**src/rtl/dmux_stream.sv**
```systemverilog
// Registered 1-to-NUM_OUT stream demultiplexer with valid/ready on every side.
// Supports unicast routing by in_sel and broadcast to all channels.
module dmux_stream #(
    parameter int unsigned WIDTH   = 16,
    parameter int unsigned NUM_OUT = 8,
    parameter int unsigned SEL_W   = $clog2(NUM_OUT)
) (
    input  logic               clk,
    input  logic               reset,
    input  logic               in_valid,
    output logic               in_ready,
    input  logic [WIDTH-1:0]   in_data,
    input  logic [SEL_W-1:0]   in_sel,
    input  logic               in_bcast,
    output logic [NUM_OUT-1:0] out_valid,
    input  logic [NUM_OUT-1:0] out_ready,
    output logic [WIDTH-1:0]   out_data,
    output logic               busy,
    output logic               sel_err
);

    localparam int unsigned CMP_W = SEL_W + 1;

    logic [NUM_OUT-1:0] pend_q;
    logic [WIDTH-1:0]   data_q;
    logic               err_q;

    logic [NUM_OUT-1:0] accepted_c;
    logic [NUM_OUT-1:0] remain_c;
    logic               done_c;
    logic               fire_c;
    logic               sel_ok_c;
    logic [NUM_OUT-1:0] onehot_c;

    logic [NUM_OUT-1:0] pend_d;
    logic [WIDTH-1:0]   data_d;
    logic               err_d;

    // Channel completion and drain detection; in_ready follows out_ready combinationally
    always_comb begin
        accepted_c = pend_q & out_ready;
        remain_c   = pend_q & ~accepted_c;
        done_c     = (remain_c == '0);
        fire_c     = in_valid & done_c;
        sel_ok_c   = ({1'b0, in_sel} < CMP_W'(NUM_OUT));
        onehot_c   = NUM_OUT'(1) << in_sel;
    end

    // Next-state: load on fire (bad select is consumed but delivers nothing), else clear accepted bits
    always_comb begin
        pend_d = remain_c;
        data_d = data_q;
        err_d  = 1'b0;
        if (fire_c) begin
            if (in_bcast) begin
                pend_d = '1;
                data_d = in_data;
            end else if (sel_ok_c) begin
                pend_d = onehot_c;
                data_d = in_data;
            end else begin
                pend_d = '0;
                err_d  = 1'b1;
            end
        end
    end

    always_ff @(posedge clk or posedge reset) begin
        if (reset) begin
            pend_q <= '0;
            data_q <= '0;
            err_q  <= 1'b0;
        end else begin
            pend_q <= pend_d;
            data_q <= data_d;
            err_q  <= err_d;
        end
    end

    assign in_ready  = done_c;
    assign out_valid = pend_q;
    assign out_data  = data_q;
    assign busy      = |pend_q;
    assign sel_err   = err_q;

endmodule
```
**config.mk**
```make
export PLATFORM = sky130hd
export DESIGN_NAME = dmux_stream
export DESIGN_NICKNAME = d
export VERILOG_FILES = /design/src/rtl/dmux_stream.sv
export SDC_FILE = /design/constraint.sdc
export NUM_CORES = 1
export LEC_CHECK = 0
export CAP_MARGIN = 20
export CORE_AREA = 3 3 47 81
export DETAILED_ROUTE_END_ITERATION = 10
export DIE_AREA = 0 0 50 84
export HOLD_SLACK_MARGIN = 0.15
export PLACE_DENSITY = 0.7
export SYNTH_ARGS = -nofsm -noshare
export SYNTH_HDL_FRONTEND = slang
export SYNTH_SLANG_ARGS = --single-unit
```
**constraint.sdc**
```tcl
create_clock -name clk -period 2.7 [get_ports clk]
set_clock_uncertainty 0.15 [all_clocks]
set_input_delay 0.54 -clock clk [delete_from_list [all_inputs] [get_ports clk]]
set_output_delay 0.54 -clock clk [all_outputs]
set_load 0.05 [all_outputs]
```
==> results of run 1 <==
-- placed cells by master (no fill, tap or decap), types with 2 or more instances in the layout --
cell,count
a21oi_1,2
a31oi_1,6
buf_4,2
clkbuf_8,4
clkdlybuf4s50_1,55
dfrtp_1,24
inv_1,5
mux2_2,4
mux2_4,12
nand2_1,2
nand2b_1,4
nor2b_1,3
nor4_1,2
o21ai_0,5
o21bai_1,3
-- metrics by stage --
stage | utilization [%] | hold WS, ns | cells
CTS | 54.8 | 0.362 | 184
floorplan | - | 0.405 | 83
finish | 54.8 | 0.358 | 184
global route | 54.8 | 0.371 | 184
global placement | 53.1 | 0.341 | 180
detailed placement | 53.1 | 0.343 | 180
-- final cells by class --
class / count / area [um2]
clock buffers: 4 / 55.1
fillers: 275 / 1450
inverters: 5 / 18.8
multi-input cells: 50 / 445
flip-flops and latches: 24 / 601
well taps: 43 / 53.8
repair buffers: 58 / 586
-- flip-flops by register name, indices dropped and copies added (netlist names) --
name / flops
out_data: 16
out_valid: 8
-- cell families after synthesis --
logic type             Yosys count  synth area share (%)
AO/OA/AOI/OAI                   17                  9.45
buffers and inverters            9                  4.78
flip-flops                      24                  54.7
multiplexers                    16                  20.5
other                            1                 0.341
AND/OR/NAND/NOR                 16                  10.3
-- Yosys cell counts --
master    count  area, um2
nor2_1        1       3.75
a31oi_1       6       37.5
nand4_4       1       21.3
mux2_2        4       45.0
nor2b_1       3       18.8
nor4_1        2       12.5
a21oi_2       1       8.76
conb_1        1       3.75
mux2_4       12        180
nor2_2        1       6.26
and4_4        1       11.3
buf_6         2       22.5
nand2b_1      4       25.0
inv_1         5       18.8
o21bai_1      3       22.5
nand2_1       2       7.51
and3_1        1       6.26
buf_1         1       3.75
o21ai_0       5       25.0
buf_4         1       7.51
a21oi_1       2       10.0
dfrtp_1      24        601
-- routing by layer --
metal / vias to the layer above / GRT usage (%) / share of wire, %
li1: 406 / - / -
met1: 413 / 14.6 / 39
met2: 45 / 23.5 / 52
met3: 5 / 3.76 / 7.4
met4: 0 / 5.29 / 1.6
met5: - / 0 / 0
-- power groups by stage --
stage | combinational, mW | clock (mW) | sequential (mW)
floorplan | 0.510 | 0 | 1.25
global placement | 1.64 | 0 | 0.634
detailed placement | 1.65 | 0 | 0.647
CTS | 1.66 | 0.243 | 0.638
global route | 1.70 | 0.257 | 0.659
finish | 1.64 | 0.234 | 0.636
-- path summary, 6_finish.rpt --
path,cells after the start,slack (ns),from,to
max,3,0.20,out_valid[6],busy
min,1,0.36,out_data[2],out_data[2]
max reg2reg,5,0.83,out_valid[2],out_valid[6]
min reg2reg,1,0.36,out_data[2],out_data[2]
max in group asynchronous,3,1.70,reset,out_valid[1]
min in group asynchronous,3,0.47,reset,out_data[15]
==> metrics.md, run 1 <==
| Metric | Value |
|---|---|
| Outcome | completed |
| Routed wire length | between 2000 and 3000 um |
| Initial Util | around a third |
| CP Class | reg2out |
| Insertion delay to the later sink of the worst-skew pair | 0.26 ns |
| Post-DP Area | 1700 um2 |
| Yosys reg bits | 24 |
| Critical path's top delay family | buffers and inverters |
| WL/cell | 14.4 um |
| Router iterations before antenna repair | 4 |
| Clock Path Buffers | 2 |
| DR iter-0 viols | 3 |
| Synthesized Nets | 114 |
| Core footprint | 3210 um2 |
| Routed vias | 869 |
| Layout net count | 173 |
| Worst-path cell chain | nor4_1, nand2_1, clkdlybuf4s50_1 |
| Final hold violation count | 0 |
| Post-CTS setup buffers | 0 |
| Final worst path period need | 2.50 ns |
| Rows | 27 |
| Sw Share | a little under half |
| P&R area growth vs syn | 60.1% |
| Post-synthesis cell count | 83 |
| Total GRT Usage | a little over an eighth |
| Crit-path slowest cell | clkdlybuf4s50_1 |
| Final ANT Viol Nets | 0 |
| Worst Max-Slew Pin Slew | 0.522 ns |
| Post-CTS Resized | 0 |
| Buf+Inv Stages, Crit Path | 1 |
| Clk pin slew, worst setup/hold paths | 0.08 ns |
| CP arrival | 1.81 ns |
| Via density | about 4.7 |
| Hold Buf Count CTS | 0 |
| Pint | 1.33 mW |
| Critical Path Source Type | register |
| Max-cap violations | 0 |
| Placed wire-length estimate | roughly 2100 um |
| Synth warn | 0 |
| Gate power share | 65.4% |
| Setup violators final | 0 |
| Total CTS buffers | 3 |
| VDD IR max | 0.000522 V |
| Gr ovfl total | 0 |
| Post-Layout Inst Area | 1760 um2 |
| Syn avg cell area | 13.2 um2 |
| PD cells | 1430 nW/um2 |
| Synthesized area | around 1100 um2 |
| Diodes inserted | 0 |
| Crit share post-route | between 90% and 100% |
| Max stage delay on crit path | 0.72 ns |
| Root Driver | clkbuf_8 |
| Final setup margin | 0.197 ns |
| Die ar. | 4200 um2 |
| IO Port Bufs | 56 |
| Layout cells sized above 1 | 19.1% |
| Seq/Total Area, Yosys | a little over half |
| Static leakage | 0.772 nW |
| RSZ-0062 raised after global routing | false |
| Synth unique cells | 22 |
| # IOs | between 50 and 60 |
| Final Max Tran Viols | 0 |
| Die height | 84 um |
| Fmax | 0.400 GHz |
| Net Sw Power | 1.19 mW |
| DP Worst Slack | 0.187 ns |
| CTS Sinks | 24 |
| Worst hold path type | reg2reg |
| Initial antenna violation count | 0 |
| DR DRC count | 0 |
| RD Place Congestion | approximately 0.8 |
| Crit end category | output port |
| Vias in the first global route | 931 |
| Sequential Power Share | 25.3% |
| Clock share of power | roughly a tenth |
| Global-route wire length before repair | 4380 um |
| Sum of negative setup slack | 0 ns |
| DIE WIDTH | about 50 um |
| Relative slew margins | 65.1% |
| Largest net degree at the start of global routing | 25 |
| Maximum level of the CTS H-tree | 1 |
| PnR Total Power | approximately 2.5 mW |
| WP data required | 2.01 ns |
| CTS tree | built |
| Maximum fanout along the worst path | 3 |
No activity file was read; power rests on OpenSTA's default activity.
==> run 2: changes to the inputs <==
- SETUP_SLACK_MARGIN: unset -> 0.5
==> run 2 against run 1 <==
Compared with the run above:
- clock power about the same
- worst setup slack better by 0.35 ns
- core utilization is 2.1 points higher
- fmax up 16%
- critical path depth down 2
- routed wire length grew 1.3%
- via count increased by 1.4%
- hold slack about the same
- cell count rose by 1.6%
- clock-buffer cell count unchanged
- design area is 3.9% higher
- register-to-register slack got worse by 0.12 ns
- critical endpoint is now out_valid[2]
- largest cell class is now buffers
- largest power group unchanged
==> metrics.md, run 2 (synthesis gave the netlist of run 1 again) <==
| Metric | Value |
|---|---|
| Final worst path period need | ~2.2 ns |
| PnR Total Power | 2.57 mW |
| Clk pin slew, worst setup/hold paths | 0.08 ns |
| Met1 Track Usage GR | 14.7% |
| Sequential Power Share | approximately a quarter |
| Final ANT Viol Nets | 0 |
| Die ar. | 4200 um2 |
| Global-route wire length before repair | 4430 um |
| Maximum level of the CTS H-tree | 1 |
| Die height | ~84 um |
| Static leakage | 0.894 nW |
| Initial antenna violation count | 0 |
| Reg2Reg Setup Slack | 0.71 ns |
| Most frequent cells in the layout | clkdlybuf4s50_1, dfrtp_1, mux2_4 |
| Routed vias | 881 |
| VDD IR max | 0.000583 V |
| Clock share of power | about 9.1% |
| Insertion delay to the later sink of the worst-skew pair | 0.26 ns |
| CP arrival | around 1.5 ns |
| Clock Path Buffers | 2 |
| Worst R2R End | out_valid[6] |
| Worst-path cell chain | clkdlybuf4s50_1 |
| Total GRT Usage | a little over an eighth |
| Max-cap violations | 0 |
| Buf+Inv Stages, Crit Path | 1 |
| Relative slew margins | 64.7% |
| Hold EP | out_data[2] |
| FF-to-FF path depth | 6 |
| Hold depth | 1 |
| Worst hold path type | reg2reg |
| DR iter-0 viols | 9 |
| Layout net count | about 180 |
| Hold Buf Count CTS | 0 |
| Net Sw Power | 1.21 mW |
| Crit end category | output port |
| Largest net degree at the start of global routing | 25 |
| Setup violators final | 0 |
| Maximum fanout along the worst path | 3 |
| Non-Filler Instances | approximately 190 |
| RSZ-0062 raised after global routing | true |
| Initial Util | 34.2% |
| # IOs | 58 |
| Root Driver | clkbuf_8 |
| Critical Path Source Type | register |
| Router iterations before antenna repair | 3 |
| DP Worst Slack | between 0.15 and 0.2 ns |
| Max stage delay on crit path | 0.82 ns |
| Routing usage on met3 | roughly 3.8% |
| Total CTS buffers | 3 |
| Worst r2r src | out_valid[1] |
| Inst Count DP | 180 |
| WP data required | between 2 and 2.5 ns |
| Layout cells sized above 1 | between 20% and 30% |
| Worst path depth | 1 |
| Via density | roughly 4.7 |
| Sw Share | 46.9% |
| RD Place Congestion | 0.810 |
| Outcome | completed |
| P&R area growth vs syn | 66.4% |
| Met2 Use GR | between 20% and 30% |
| Worst hold margin | approximately 0.36 ns |
| Vias in the first global route | 954 |
| Final Max Tran Viols | 0 |
| Diodes inserted | 0 |
| Max reg flops | 16 |
| Hold_sp | out_data[2] |
| Sum of negative setup slack | 0 ns |
| Pint | 1.37 mW |
| CP Class | reg2out |
| Final hold violation count | 0 |
| Final setup margin | 0.549 ns |
| DIE WIDTH | 50 um |
| Routed wire length | around 2700 um |
| CTS tree | built |
| DR DRC count | 0 |
| Critical path's top delay family | buffers and inverters |
| Gr ovfl total | 0 |
| IO Port Bufs | 56 |
| Gate power share | 65.7% |
| Crit share post-route | 79.7% |
| Fmax | 0.465 GHz |
| WL/cell | around 14 um |
| Top Usage Layer GRT | met2 |
| Crit-path slowest cell | clkdlybuf4s50_1 |
| PD cells | 1410 nW/um2 |
| Worst Max-Slew Pin Slew | 0.528 ns |
| Rows | 27 |
| Placed wire-length estimate | 2140 um |
| Commonest non-fill, non-tap cell in the layout | clkdlybuf4s50_1 |
| Core footprint | 3210 um2 |
| CTS Sinks | 24 |
==> run 2: final cells by class <==
cell class / instances / area, um2
clock buffers: 4 / 55.1
fillers: 268 / 1380
inverters: 5 / 18.8
multi-input cells: 50 / 488
flip-flops and latches: 24 / 601
well taps: 43 / 53.8
repair buffers: 61 / 612
==> run 2: routing by layer <==
layer  part of all wire [%]  up-vias
met1                     39      420
met5                      0        -
li1                       -      411
met4                    1.6        0
met3                    7.3        5
met2                     52       45
==> run 2: what timing repair did <==
action                     CTS  global route
cloned                       0             0
buffers inserted             3             0
pin swaps                    4             0
setup endpoints to repair    3             6
gates resized for setup     20             5
==> run 2: worst max-delay path by stage <==
stage	from	end	slack, ns
2_1_floorplan	out_valid[1]	in_ready	0.59
3_3_place_gp	out_ready[3]	out_valid[6]	0.27
3_5_place_dp	out_ready[3]	out_valid[6]	0.19
4_1_cts	out_valid[1]	out_valid[1]	0.47
5_1_grt	out_valid[6]	busy	0.45
6_report	out_valid[2]	out_valid[2]	0.55
==> run 2: per-stage QoR <==
stage / utilization [%] / instance area (um2)
global route: 57.0 / 1830
floorplan: - / 1100
CTS: 56.6 / 1820
global placement: 53.1 / 1700
finish: 57.0 / 1830
detailed placement: 53.1 / 1700
==> run 2: power groups by stage <==
stage	registers, mW	logic (mW)	clock network, mW
floorplan	1.25	0.510	0
global placement	0.634	1.64	0
detailed placement	0.647	1.65	0
CTS	0.652	1.71	0.243
global route	0.671	1.75	0.257
finish	0.648	1.69	0.233
==> run 3: changes to the inputs <==
- clock period: 2.7 -> 2.01 ns (I/O delays scaled with it)
==> run 3 against run 2 <==
Compared with the run above:
- sequential power grew 42%
- hold slack lost 0.027 ns
- routed wire length grew 29%
- critical endpoint is now in_ready
- largest power group unchanged
==> metrics.md, run 3 (synthesis gave the netlist of run 1 again) <==
| Metric | Value |
|---|---|
| Total GRT Usage | between 10% and 20% |
| Crit share post-route | between 90% and 100% |
| DIE WIDTH | about 50 um |
| Largest net degree at the start of global routing | 25 |
| Sequential Power Share | 24.2% |
| Die height | 84 um |
| PD cells | slightly below 2000 nW/um2 |
| Router iterations before antenna repair | 4 |
| CP arrival | 1.38 ns |
| PnR Total Power | 3.81 mW |
| Die ar. | 4200 um2 |
| Layout cells sized above 1 | 57.8% |
| Gr ovfl total | 0 |
| Global-route wire length before repair | 5120 um |
| Root Driver | clkbuf_8 |
| DR DRC count | 0 |
| Final worst path period need | 1.93 ns |
| CTS Sinks | 24 |
| Insertion delay to the later sink of the worst-skew pair | 0.26 ns |
| Core footprint | between 3000 and 4000 um2 |
| CP Class | reg2out |
| DR iter-0 viols | 23 |
| Via density | 4.94 |
| Fmax | 0.519 GHz |
| CTS tree | built |
| Placed wire-length estimate | 2260 um |
| Commonest non-fill, non-tap cell in the layout | buf_4 |
| Clk pin slew, worst setup/hold paths | about 0.080 ns |
| Sequential cell area | 611 um2 |
| WL/cell | 17.5 um |
| Max-cap violations | 0 |
| Max reg flops | 16 |
| Fillers | 254 |
| Initial Util | 34.2% |
| Maximum level of the CTS H-tree | 1 |
| Static leakage | 0.927 nW |
| Layout net count | 186 |
| Outcome | completed |
| Clock share of power | 8.5% |
| Setup violators final | 0 |
| Total area of multi-input combinational cells | 557 um2 |
| WP data required | 1.46 ns |
| RD Place Congestion | roughly 0.80 |
| Final hold violation count | 0 |
| Rows | 27 |
| Sum of negative setup slack | 0 ns |
| Routed wire length | 3450 um |
| Worst hold path type | in2async |
| P&R area growth vs syn | 79.6% |
| Initial antenna violation count | 0 |
| Hold Buf Count CTS | 0 |
| IO Port Bufs | 56 |
| Critical Path Source Type | register |
| RSZ-0062 raised after global routing | true |
| Pint | 2.01 mW |
| Final Core Density | 61.5% |
| Diodes inserted | 0 |
| Gate power share | 67.3% |
| Vias in the first global route | about 1100 |
| # IOs | 58 |
| Final Max Tran Viols | 0 |
| Final ANT Viol Nets | 0 |
| Crit end category | output port |
| Sw Share | between 40% and 50% |
| Routed vias | about 970 |
| Net Sw Power | 1.80 mW |
| VDD IR max | approximately 0.0010 V |
| Maximum fanout along the worst path | 3 |
| Clock Path Buffers | 2 |
| Worst hold margin | 0.331 ns |
| Total CTS buffers | 3 |
| Most frequent cells in the layout | buf_4, clkdlybuf4s50_1, dfrtp_1 |
-- run 3: worst paths after layout --
check / to / slack, ns / start / cells after the start
min: out_data[4] / 0.33 / reset / 3
min in group clk: out_data[4] / 0.36 / out_data[4] / 1
max in group asynchronous: out_valid[1] / 1.12 / reset / 3
min reg2reg: out_data[4] / 0.36 / out_data[4] / 1
max: in_ready / 0.08 / out_valid[1] / 4
max reg2reg: out_valid[6] / 0.10 / out_valid[2] / 9
-- run 3: stage by stage --
stage               instances  worst slack, ns  instance area [um2]
global route              197           0.0447                 1970
finish                    197           0.0828                 1970
CTS                       192           0.0849                 1910
global placement          182          -0.0775                 1700
detailed placement        182           -0.113                 1700
floorplan                  83            0.277                 1130
-- run 3: area by class of cell --
cell class,count,area share [%]
Sequential cell,24,30.9
Tap cell,43,2.73
Multi-Input combinational cell,50,28.2
Inverter,5,0.951
Timing Repair Buffer,71,34.4
Clock buffer,4,2.79
-- run 3: power by group through the flow --
stage	sequential, mW	combinational [mW]	clock (mW)
floorplan	1.69	0.734	0
global placement	0.878	2.20	0
detailed placement	0.887	2.23	0
CTS	0.912	2.46	0.331
global route	0.956	2.64	0.349
finish	0.921	2.56	0.324
-- run 3: repair_timing --
item,CTS,global route
setup endpoints to repair,26,26
buffers inserted,5,5
pin swaps,9,2
gates resized for setup,29,4
cloned,1,0
-- run 3: critical path, stage by stage (launching register included) --
cell and delay (ns):
dfrtp_2 0.44, nand2b_4 0.10, and4_4 0.25, and3_4 0.20, buf_12 0.13
-- run 3: layer usage --
layer  track usage, %  wire, um  vias up
li1                 -         -      433
met1             15.0      1120      475
met2             30.7      1980       56
met3             3.40       265       10
met4             8.82        77        0
met5                0         0        -
==> patch: new RTL, config.mk and constraints of run 1 <==
Change the parameter `WIDTH` from 16 to 24.
--- a/src/rtl/dmux_stream.sv
+++ b/src/rtl/dmux_stream.sv
@@ -2,5 +2,5 @@
 // Supports unicast routing by in_sel and broadcast to all channels.
 module dmux_stream #(
-    parameter int unsigned WIDTH   = 16,
+    parameter int unsigned WIDTH   = 24,
     parameter int unsigned NUM_OUT = 8,
     parameter int unsigned SEL_W   = $clog2(NUM_OUT)
Ports: changed (resized in_data and out_data); port bits go from 58 to 74. No check against the original RTL was run, so the function may have changed too.
==> patch against run 1 <==
Synthesized cell count increased by 20%; clock power increased by 58%; core utilization increased by 17 points; global-route usage increased by 5.9 points; total power increased by 36%; cell area increased by 31%; count of clock-buffer cells in the layout increased by 2; sequential share of layout area increased by 0.64 points; setup slack improved by 0.056 ns; sequential cell count increased by 8; cell count increased by 20%; routed wire length increased by 41%; area after synthesis increased by 30%; fmax increased by 2.3%; largest power group unchanged.
==> patch: results (changes against run 1) <==
| Step | Quantity | Value | Delta |
|:---|:---|:---|:---|
| clock network | Source-to-sink clock delay at the later pin of the worst-skew pair | 0.28 ns | +0.02 ns |
| critical path | Critical R2R Launch | out_valid[1]$_DFF_PP0_ |  |
| critical path | First element of the critical path | out_ready[1] |  |
| logic synthesis | Post-Syn Nets | 139 | +22% |
| status | Outcome | complete, no violations |  |
| power and ir drop | Lkg Pwr | 0.001041 uW | +35% |
| global route | Largest net degree at the start of global routing | 24 | -4.0% |
| clock network | Clock edge transition at the registers on the reported setup and hold paths | 0.06 ns | -0.02 ns |
| logic synthesis | Cell area after technology mapping | 1429 um2 | +30% |
| route | Post-detailed-route via-to-cell ratio | 4.941 | +4.6% |
| global route | Number of global-route vias before repair | 1,206 | +30% |
| finish | Number of nets in the finished design | 216 | +25% |
| place | Estimated wirelength of the detail-placed design | 2921 um | +37% |
| logic synthesis | Post-synthesis cell type count | 21 | -4.5% |
| logic synthesis | Most frequent cells after synthesis | dfrtp_1 (32), mux2_4 (22), a31oi_1 (6) |  |
| global route | GR Util All Layers | 0.1924 | +0.05868 |
| sta | Remaining max-slew budget at the tightest pin | 0.6484 | -0.002452 |
| global route | Fraction of met1 tracks used by global routing | 0.1986 | +0.05265 |
| clock network | Cts bufs inserted | 5 | +2 |
| critical path | Slowest cell delay on critical path | 0.46 ns | -0.26 ns |
| global route | First-pass GRT wire length | 6009 um | +37% |
| power and ir drop | Worst voltage drop across the vdd grid | 0.9253 mV | +77% |
| critical path | Data arrival time of the critical path | 1.76 ns | -0.05 ns |
| critical path | Max FO, Critical Path | 2 | -1 |
| worst hold path | Start point of the worst min-delay path | out_data[7]$_DFFE_PP0P_ |  |
| route | Routed len/inst | 16.81 um | +17% |
| global route | Met3 Use GR | 0.05546 | +0.01789 |
| finish | Max FFs per register | 24 | +8 |
| logic synthesis | Sequential fraction of the synthesis area | 0.5604 | +0.01372 |
| route | Initial detailed-routing violation count | 18 | +15 |
[patch: logic make-up (layout without fill, tap and decap cells)]
family,Yosys count,count (layout),share of synthesized area
buffers and inverters,10,88,0.04203
and+or+nand+nor,16,16,0.07531
DFF,32,32,0.5604
other,1,1,0.002624
muxes,24,24,0.2469
AOI/OAI and AO/OA,17,17,0.07268
[patch: layout make-up]
type	instances	area, um2
clock buffers	6	82.58
clock inverters	2	10.01
fillers	233	907.1
inverters	5	18.77
multi-input cells	58	568.0
flip-flops and latches	32	800.8
well taps	43	53.80
repair buffers	75	768.2
[patch: path summary, 6_finish.rpt]
path | endpoint | slack [ns]
worst max-delay path | in_ready | 0.25
max in group asynchronous | out_valid[4]$_DFF_PP0_ | 1.46
worst max register to register | out_data[11]$_DFFE_PP0P_ | 0.91
worst min-delay path | out_data[7]$_DFFE_PP0P_ | 0.35
min in group asynchronous | out_data[16]$_DFFE_PP0P_ | 0.46
worst min register to register | out_data[7]$_DFFE_PP0P_ | 0.35
[patch: metrics by stage]
step / cells / power [uW] / cell area [um2]
after floorplan: 100 / 2346 / 1429
after global placement: 213 / 3033 / 2207
after detailed placement: 213 / 3062 / 2207
after CTS: 221 / 3448 / 2300
after global routing: 221 / 3566 / 2302
final: 221 / 3414 / 2302
[patch: routing by layer]
metal	routed length (um)	up-vias	share of wire
li1	-	500	-
met1	1310	533	0.35
met2	2096	51	0.56
met3	228	8	0.061
met4	80	0	0.022
met5	0	-	0
[patch: timing repair]
| item | in CTS | in global routing |
|---|---|---|
| resized for setup | 0 | 1 |
| buffers inserted | 0 | 0 |
| endpoints found under the setup margin | 0 | 1 |
[patch: power by group]
group | total, uW | switching (uW) | internal [uW]
Clock | 370 | 167 | 203
Sequential | 857 | 141 | 716
Combinational | 2190 | 1290 | 895
